<file path="src/rtl/mod_arith_pkg.sv">
// rtl/mod_arith_pkg.sv - shared modular-arithmetic constants, FSM states and iteration helper
package mod_arith_pkg;

  localparam int Q          = 8380417;
  localparam int Q_WIDTH    = 23;
  localparam int DATA_WIDTH = 48;

  typedef enum logic [1:0] {
    IDLE   = 2'd0,
    MULT   = 2'd1,
    FINISH = 2'd2
  } state_e;

  // Number of shift-add iterations needed to consume every multiplier bit.
  function automatic int iter_count(input int b_width, input int radix_bits);
    return (b_width + radix_bits - 1) / radix_bits;
  endfunction

endpackage

</file>
<file path="src/rtl/shift_add_multiplier_pp_select.sv">
// rtl/shift_add_multiplier_pp_select.sv - partial-product select for one multiplier digit
module pp_select #(
  parameter int RADIX_BITS = 2,
  parameter int WIDTH      = 48
) (
  input  logic [RADIX_BITS-1:0] d,
  input  logic [WIDTH-1:0]      a_sh,
  output logic [WIDTH-1:0]      pp
);

  logic [1:0] d_ext;

  assign d_ext = 2'(d);

  // Digit 3 is built as 2a + a so the datapath needs only shifts and one adder.
  always_comb begin
    pp = '0;
    case (d_ext)
      2'd0: pp = '0;
      2'd1: pp = a_sh;
      2'd2: pp = a_sh << 1;
      2'd3: pp = (a_sh << 1) + a_sh;
      default: pp = '0;
    endcase
  end

endmodule

</file>
<file path="src/rtl/shift_add_multiplier.sv">
// rtl/shift_add_multiplier.sv - iterative shift-add multiplier; optional SHIFT_ADD_MULT_EARLY_TERM_EN
module shift_add_multiplier
  import mod_arith_pkg::*;
#(
  parameter int A_WIDTH    = Q_WIDTH,
  parameter int B_WIDTH    = Q_WIDTH,
  parameter int PROD_WIDTH = DATA_WIDTH,
  parameter int RADIX_BITS = 2
) (
  input  logic                  clk,
  input  logic                  rst_n,
  input  logic                  start,
  input  logic [A_WIDTH-1:0]    a_in,
  input  logic [B_WIDTH-1:0]    b_in,
  output logic                  busy,
  output logic                  done,
  output logic [PROD_WIDTH-1:0] product_out
);

  localparam int N      = iter_count(B_WIDTH, RADIX_BITS);
  localparam int ITER_W = $clog2(N + 1);

  if (PROD_WIDTH < A_WIDTH + B_WIDTH + 2) begin : g_bad_width
    $error("PROD_WIDTH too narrow for operand widths");
  end
  if (RADIX_BITS < 1 || RADIX_BITS > 2) begin : g_bad_radix
    $error("RADIX_BITS must be 1 or 2");
  end

  state_e                state_q, state_d;
  logic [PROD_WIDTH-1:0] acc_q, acc_d;
  logic [PROD_WIDTH-1:0] a_sh_q, a_sh_d;
  logic [PROD_WIDTH-1:0] prod_q, prod_d;
  logic [B_WIDTH-1:0]    b_sh_q, b_sh_d;
  logic [ITER_W-1:0]     iter_q, iter_d;
  logic                  done_q, done_d;
  logic [PROD_WIDTH-1:0] pp;
  logic [B_WIDTH-1:0]    b_next;
  logic                  last_iter;

  pp_select #(
    .RADIX_BITS(RADIX_BITS),
    .WIDTH     (PROD_WIDTH)
  ) u_pp_select (
    .d   (b_sh_q[RADIX_BITS-1:0]),
    .a_sh(a_sh_q),
    .pp  (pp)
  );

  assign b_next = b_sh_q >> RADIX_BITS;

`ifdef SHIFT_ADD_MULT_EARLY_TERM_EN
  // Stop as soon as no set multiplier bits remain; the product is already complete.
  assign last_iter = (iter_q == ITER_W'(N - 1)) || (b_next == '0);
`else
  assign last_iter = (iter_q == ITER_W'(N - 1));
`endif

  always_comb begin
    state_d = state_q;
    acc_d   = acc_q;
    a_sh_d  = a_sh_q;
    b_sh_d  = b_sh_q;
    iter_d  = iter_q;
    prod_d  = prod_q;
    done_d  = done_q;
    case (state_q)
      IDLE: begin
        done_d = 1'b0;
        if (start) begin
          a_sh_d  = PROD_WIDTH'(a_in);
          b_sh_d  = b_in;
          acc_d   = '0;
          iter_d  = '0;
          state_d = MULT;
        end
      end
      MULT: begin
        acc_d  = acc_q + pp;
        a_sh_d = a_sh_q << RADIX_BITS;
        b_sh_d = b_next;
        iter_d = iter_q + ITER_W'(1);
        if (last_iter) begin
          state_d = FINISH;
        end
      end
      FINISH: begin
        prod_d  = acc_q;
        done_d  = 1'b1;
        state_d = IDLE;
      end
      default: begin
        state_d = IDLE;
      end
    endcase
  end

  always_ff @(posedge clk) begin
    if (!rst_n) begin
      state_q <= IDLE;
      acc_q   <= '0;
      a_sh_q  <= '0;
      b_sh_q  <= '0;
      iter_q  <= '0;
      prod_q  <= '0;
      done_q  <= 1'b0;
    end else begin
      state_q <= state_d;
      acc_q   <= acc_d;
      a_sh_q  <= a_sh_d;
      b_sh_q  <= b_sh_d;
      iter_q  <= iter_d;
      prod_q  <= prod_d;
      done_q  <= done_d;
    end
  end

  assign busy        = (state_q != IDLE);
  assign done        = done_q;
  assign product_out = prod_q;

endmodule

</file>
<file path="config.mk">
export PLATFORM = sky130hd
export DESIGN_NAME = shift_add_multiplier
export DESIGN_NICKNAME = d
export VERILOG_FILES = /design/src/rtl/mod_arith_pkg.sv /design/src/rtl/shift_add_multiplier_pp_select.sv /design/src/rtl/shift_add_multiplier.sv
export SDC_FILE = /design/constraint.sdc
export NUM_CORES = 1
export LEC_CHECK = 0
export BUFFER_PORTS_ARGS = -buffer_cell sky130_fd_sc_hd__buf_2
export CAP_MARGIN = 25
export CORE_ASPECT_RATIO = 1.5
export CORE_MARGIN = 2
export CORE_UTILIZATION = 40
export CTS_BUF_LIST = sky130_fd_sc_hd__clkbuf_4
export CTS_CLUSTER_DIAMETER = 30
export DETAILED_ROUTE_END_ITERATION = 10
export MAX_ROUTING_LAYER = met4
export SYNTH_ARGS = -nofsm -noshare
export SYNTH_HDL_FRONTEND = slang
export SYNTH_HIERARCHICAL = 1
export SYNTH_SLANG_ARGS = --single-unit
export TNS_END_PERCENT = 30
</file>
<file path="constraint.sdc">
create_clock -name clk -period 12.1 [get_ports clk]
set_input_delay 0.605 -clock clk [delete_from_list [all_inputs] [get_ports clk]]
set_output_delay 0.605 -clock clk [all_outputs]
set_load 0.05 [all_outputs]
</file>
==> results by group, run 1 <==
Outcome
  – Status: completed

STA
  – Period utilization: 47.6%
  – Worst Max-Slew Pin Slew: 1.09 ns
  – TNS Setup: 0 ns
  – Final setup viols: 0
  – Max_slew headroom: 27.5%
  – Final hold vios: 0
  – RSZ-0062 raised after global routing: false
  – Max-slew violation count: 0
  – Hold Slack: 0.161 ns
  – Max Fclk: 174 MHz
  – Setup Skew: 0.0265 ns
  – Period minus WS final: 5.76 ns

Layout
  – Share of layout cells above drive strength 1: 12.9%
  – Nets: 1,768
  – Area growth syn-to-layout: 8.10%
  – Fill cells: 3,381

Synthesis
  – EDFF count, synth: 0
  – Yosys reg bits: 174
  – Avg Cell Area, Syn: 7.94 um2
  – Gate Count Post-Synth: 1,605
  – Top FF cell, synth: dfxtp_1
  – Syn. warnings: 6
  – Post-synth ARST share: 0%
  – Syn_nets: 1,750
  – Register area share after synthesis: 27.3%
  – Cell area after synthesis: 12,700 um2
  – Number of distinct library cells after synthesis: 78

GRT
  – Initial antenna violation count: 1
  – GR Util All Layers: 23.4%
  – Largest net degree at the start of global routing: 83
  – Vias in the first global route: 11,600
  – First-pass GRT wire length: 60,100 um
  – Grt total ovfl: 0

Drt
  – Drt first pass iters: 5
  – DRT iter0 DRCs: 591
  – Average wire per cell in the routed design: 18.5 um
  – Routed vias/inst: 5.72
  – Detailed-route via count: 11,700
  – Antenna Nets Post-Route: 0
  – Remaining DRCs: 0
  – Final WL: 37,800 um

Clock tree
  – Clk sinks: 174
  – Longest Clk Path Bufs: 2
  – Postcts setup bufs: 0
  – CTS tree: yes
  – Hold-fix buffers, CTS: 0
  – Htree depth: 4
  – Clock slew seen by the registers of the worst setup and hold paths: 0.16 ns
  – Post_cts resized: 0
  – Clock latency on the worst-skew pair: 0.64 ns
  – Number of CTS-inserted buffers: 17
  – CTS root buf: clkbuf_4

Placed design
  – Final GP Congestion: 0.958
  – Post-DP HPWL: 28,200 um
  – IO buf count: 98

Floorplan
  – Die footprint: 33,300 um2
  – Die Y: 223 um
  – I/O pin total: 99
  – Initial Utilization: 40.3%
  – Row cnt: 80
  – Die W: 150 um
  – Core Region: 31,600 um2

Worst setup path
  – R2r setup slk: 6.34 ns
  – Worst setup SP type: register
  – Worst Setup End Kind: register
  – Critical path type: register to register
  – CP arrival: 6.33 ns
  – Worst endpoint required time: 12.67 ns
  – Max FO, Critical Path: 8

Min path
  – HP Class: input pin to register

Power and ir drop
  – Cell leakage power: 5.78 nW
  – PwrDens: 94.8 nW/um2
  – Worst VDD drop: 0.0754 mV

Run
  – Max Cap Viol: 0
==> power breakdown <==
part           total, mW  internal, mW  switching (mW)
Combinational      0.292         0.115           0.176
Clock              0.393         0.167           0.225
Sequential         0.621         0.594          0.0268
==> cell type report <==
cell class	count	area, um2	share of cell area (%)
Antenna cell	1	2.50	0.0182
Clock buffer	17	128	0.927
Clock inverter	14	205	1.49
Inverter	28	105	0.763
Multi-Input combinational cell	1292	8730	63.3
Sequential cell	174	3490	25.3
Tap cell	410	513	3.72
Timing Repair Buffer	110	608	4.41
==> per-stage QoR <==
stage / std cells / power [mW] / instance area [um2] / worst slack (ns) / utilization [%]
CTS: 2045 / 1.32 / 13800 / 6.40 / 43.5
floorplan: 1605 / 0.848 / 12700 / 7.27 / -
global route: 2046 / 1.38 / 13800 / 5.82 / 43.5
detailed placement: 2014 / 0.924 / 13400 / 6.44 / 42.5
finish: 2046 / 1.31 / 13800 / 6.34 / 43.5
global placement: 2012 / 0.922 / 13400 / 6.59 / 42.4
==> critical path, stage by stage (launching register included) <==
cell       delay, ns
dfxtp_1         0.43
ha_1            0.25
fa_1            0.44
a211oi_1        0.34
nor3_1          0.13
o21a_1          0.23
o21ai_0         0.33
nand2_1         0.18
xor2_1          0.18
mux2i_1         0.10
o21ai_0         0.45
ha_1            0.38
nand4_2         0.24
nor3_2          0.26
nand2_1         0.10
a2111oi_2       0.43
o21ai_2         0.18
o21ai_4         0.22
a211oi_2        0.10
o21bai_1        0.17
or4b_1          0.46
o211ai_2        0.07
==> flip-flops by register name, indices dropped and copies added, names as in the netlist <==
signal and count:
a_sh_q 48, acc_q 48, b_sh_q 23, done 1, iter_q 4, product_out 48
state_q 2
==> placed cells by master, fill, tap and decap left out, drive strengths merged, types with 17 or more instances in the layout <==
master    n
a21boi   53
xnor2    51
a211oi   17
o21bai   18
nand4    23
clkbuf   17
a21o     55
o21ai   126
inv      34
xor2     35
ha       94
dfxtp   174
buf     110
nand2   221
o221a    37
a22oi    53
nor2     81
a22o     21
mux2i    31
nor2b    93
a21oi   138
==> synthesized netlist by cell type, drive strengths merged (4+ instances only) <==
cell      n  share of area, %
a221oi    6              0.56
o21a      5              0.29
a41oi     4              0.39
nor3     16              0.67
a21o     55               3.2
xnor2    51               3.5
or3       6              0.29
clkbuf   89               2.6
a22o     21               1.4
and4      4              0.27
o21ai   126               5.1
a21boi   53               3.1
o21bai   18               1.1
and3     10              0.53
buf      22              0.91
o221a    37               3.3
o211ai    6              0.54
dfxtp   174                27
nand3b    5              0.29
nand2b    6              0.29
mux2i    31               2.4
inv      28              0.82
and2     11              0.54
xor2     35               2.4
a31oi    12              0.71
nor2     81               2.4
a22oi    53               3.1
nor2b    93               4.6
nand3    15              0.63
nand4    23               1.2
a211oi   17               1.0
a21oi   138               5.6
a211o     4              0.27
ha       94               9.2
nand2   221               6.5
==> path summary, 6_finish.rpt <==
kind / endpoint / from / cells past startpoint
worst max-delay path: acc_q[47]$_SDFFE_PN0P_ / a_sh_q[1]$_SDFFE_PN0P_ / 21
worst min-delay path: b_sh_q[22]$_SDFFE_PN0P_ / b_in[22] / 2
worst max register to register: acc_q[47]$_SDFFE_PN0P_ / a_sh_q[1]$_SDFFE_PN0P_ / 21
worst min register to register: product_out[41]$_SDFFE_PN0P_ / product_out[41]$_SDFFE_PN0P_ / 2
==> cell families after synthesis <==
logic type                 count (synthesis)  share of synthesized area (%)
DFF                                      174                           27.3
muxes                                     31                           2.44
adders and majority gates                 96                           9.54
buffers and inverters                    139                           4.36
xor gates and xnor gates                  86                           5.91
AOI/OAI and AO/OA                        578                           31.6
and+or+nand+nor                          501                           18.8
==> routing by layer <==
metal	GRT usage, %	up-vias	wire length (um)
met5	-	-	0
met3	3.08	104	1050
met4	12.2	0	2040
li1	-	5851	-
met1	24.0	5523	14500
met2	42.9	233	20200
No activity file was read; power rests on OpenSTA's default activity.
==> run 2: changes to the inputs <==
ABC_AREA = 1   (was not set)
clock period = 5.45 ns   (was 12.1 ns; I/O delays follow)
==> results by group, run 2 <==
Clock tree
  – CTS tree: yes
  – Clock slew seen by the registers of the worst setup and hold paths: 0.20 ns
  – Longest Clk Path Bufs: 2
  – Clk sinks: 174
  – Clock latency on the worst-skew pair: 0.69 ns
  – CTS root buf: clkbuf_4
  – Htree depth: 4
  – Number of CTS-inserted buffers: 17

STA
  – Setup Skew: 0.0373 ns
  – Max_slew headroom: 28.5%
  – Min setup slack post-route: 1.09 ns
  – TNS Setup: 0 ns
  – Period utilization: 80.0%
  – Max-slew violation count: 0
  – RSZ-0062 raised after global routing: false
  – Period minus WS final: 4.36 ns
  – Worst Max-Slew Pin Slew: 1.07 ns
  – Final setup viols: 0
  – Final hold vios: 0
  – Max Fclk: 229 MHz

Synthesis
  – Number of distinct library cells after synthesis: 40
  – Yosys reg bits: 174
  – Share of the synthesized area in the top cell type: 23.2%
  – Avg Cell Area, Syn: 5.68 um2
  – Most numerous cell in the Yosys netlist: nand2_1
  – Area leader, netlist: nand2_1
  – Register area share after synthesis: 22.3%
  – EDFF count, synth: 0
  – Gate Count Post-Synth: 2,755
  – Cell area after synthesis: 15,600 um2
  – Post-synth ARST share: 0%
  – Syn_nets: 2,900
  – Syn. warnings: 6
  – Synth top cells by count: 967 x nand2_1, 488 x inv_1, 221 x nor2_1
  – Top cells by area, synth: nand2_1 23%, dfxtp_1 22%, inv_1 12%
  – Top FF cell, synth: dfxtp_1

Layout
  – Nets: 3,007
  – Commonest non-fill, non-tap cell in the layout: nand2_1
  – Share of layout cells above drive strength 1: 11.2%
  – Area growth syn-to-layout: 10.6%
  – Commonest cells after routing, fill and taps aside: 967 x nand2_1, 488 x inv_1, 221 x nor2_1

Outcome
  – Status: completed

Drt
  – DR top layer: met4
  – Met3 routed WL: 2230 um
  – Average wire per cell in the routed design: 17.8 um
  – Met1 wire length: 24,400 um
  – DRT iter0 DRCs: 1,013
  – Routed vias/inst: 5.17
  – Routed wl met2: 29,500 um
  – Detailed-route via count: 17,400
  – Drt first pass iters: 5
  – Final WL: 59,900 um
  – Antenna Nets Post-Route: 0
  – Remaining DRCs: 0

Floorplan
  – Core Region: 38,500 um2
  – I/O pin total: 99
  – Initial Utilization: 40.6%
  – Die Y: 246 um
  – Die W: 165 um
  – Row cnt: 88
  – Die footprint: 40,700 um2

Placed design
  – IO buf count: 98
  – Worst slack, placed: 1.28 ns
  – Post-DP HPWL: 47,100 um
  – Final GP Congestion: 1.05

Power and ir drop
  – Cell leakage power: 9.18 nW
  – Worst VDD drop: 0.107 mV
  – PwrDens: 149 nW/um2

Worst setup path
  – Critical path type: register to register
  – Worst Setup End Kind: register
  – Cell mode on critical path: nand2_1
  – Max stage delay on crit path: 0.48 ns
  – Max FO, Critical Path: 6
  – CP cell instances: ha_1 -> fa_1 -> nand3_1 -> nand3_2 -> or2_2 -> nand3_1 -> o221ai_1 -> ha_1 -> nand2_2 -> inv_2 -> nand2_1 -> nand2_1 -> a21oi_1 -> nand2_1 -> nand2_1 -> nand3_1 -> nand2_1 -> nand3_1 -> a21oi_1
  – Worst endpoint required time: 6.05 ns
  – Worst setup SP type: register
  – Crit-path slowest cell: ha_1
  – CP arrival: 4.96 ns

GRT
  – Grt total ovfl: 0
  – GR Util All Layers: 30.6%
  – First-pass GRT wire length: 92,200 um
  – Vias in the first global route: 16,900
  – Largest net degree at the start of global routing: 77
  – Initial antenna violation count: 2

Run
  – Max Cap Viol: 0

Min path
  – HP Class: input pin to register
[run 2: kinds of logic (layout without fill, tap and decap cells)]
group / after synthesis / after routing / synth area share, %
AO/OA/AOI/OAI: 344 / 344 / 12.5
AND/OR/NAND/NOR: 1553 / 1553 / 42.9
XOR/XNOR: 5 / 5 / 0.280
flip-flops: 174 / 174 / 22.3
adder cells (fa/ha/maj): 96 / 96 / 7.77
buffers and inverters: 583 / 703 / 14.3
other: 0 / 2 / 0
[run 2: layout make-up]
| cell class | count | area, um2 |
|---|---|---|
| timing repair buffer | 159 | 1070 |
| clock inverter | 14 | 144 |
| antenna | 2 | 5.00 |
| sequential | 174 | 3480 |
| multi-input combinational | 1998 | 9930 |
| tap | 495 | 619 |
| fill | 4299 | 21200 |
| inverter | 512 | 1920 |
| clock buffer | 18 | 135 |
[run 2: power by group]
group | internal [mW] | switching (mW) | leakage (nW)
clock | 0.212 | 0.603 | 0.149
combinational | 0.133 | 0.289 | 7.62
sequential | 1.30 | 0.0317 | 1.41
total | 1.65 | 0.924 | 9.18
[run 2: worst max-delay path, delay by kind of cell (launching register included)]
kind | cells | cell delay (ns)
simple gates | 12 | 1.73
fa+ha+maj | 3 | 1.24
compound gates | 3 | 0.84
flops | 1 | 0.42
buf+inv | 1 | 0.05
[run 2: final timing paths]
path	start	to	slack, ns	cells past startpoint
min reg2reg	done$_SDFFE_PN0P_	done$_SDFFE_PN0P_	0.47	2
min	rst_n	product_out[11]$_SDFFE_PN0P_	0.11	3
max reg2reg	a_sh_q[1]$_SDFFE_PN0P_	acc_q[45]$_SDFFE_PN0P_	1.09	19
max	a_sh_q[1]$_SDFFE_PN0P_	acc_q[45]$_SDFFE_PN0P_	1.09	19
[run 2: stage by stage]
step                instances  hold WS [ns]  utilization, %  cell area (um2)  power [mW]
global placement         3291         0.448            43.0            16600        1.74
global route             3372         0.172            44.9            17300        2.67
detailed placement       3291         0.449            43.0            16600        1.75
finish                   3372         0.109            44.9            17300        2.57
CTS                      3370        0.0985            44.9            17300        2.58
floorplan                2755         0.411               -            15600        1.61
[run 2: timing repair]
item,CTS,global route
setup buffers,0,0
resized for setup,0,0
setup endpoints to repair,0,0
endpoints found under the hold margin,48,0
hold buffers,47,0
[run 2: per-layer routing]
| metal | track usage, % | vias up |
|---|---|---|
| met5 | - | - |
| met4 | 17.3 | 0 |
| met3 | 2.41 | 163 |
| met2 | 53.3 | 516 |
| met1 | 34.2 | 7964 |
| li1 | - | 8775 |
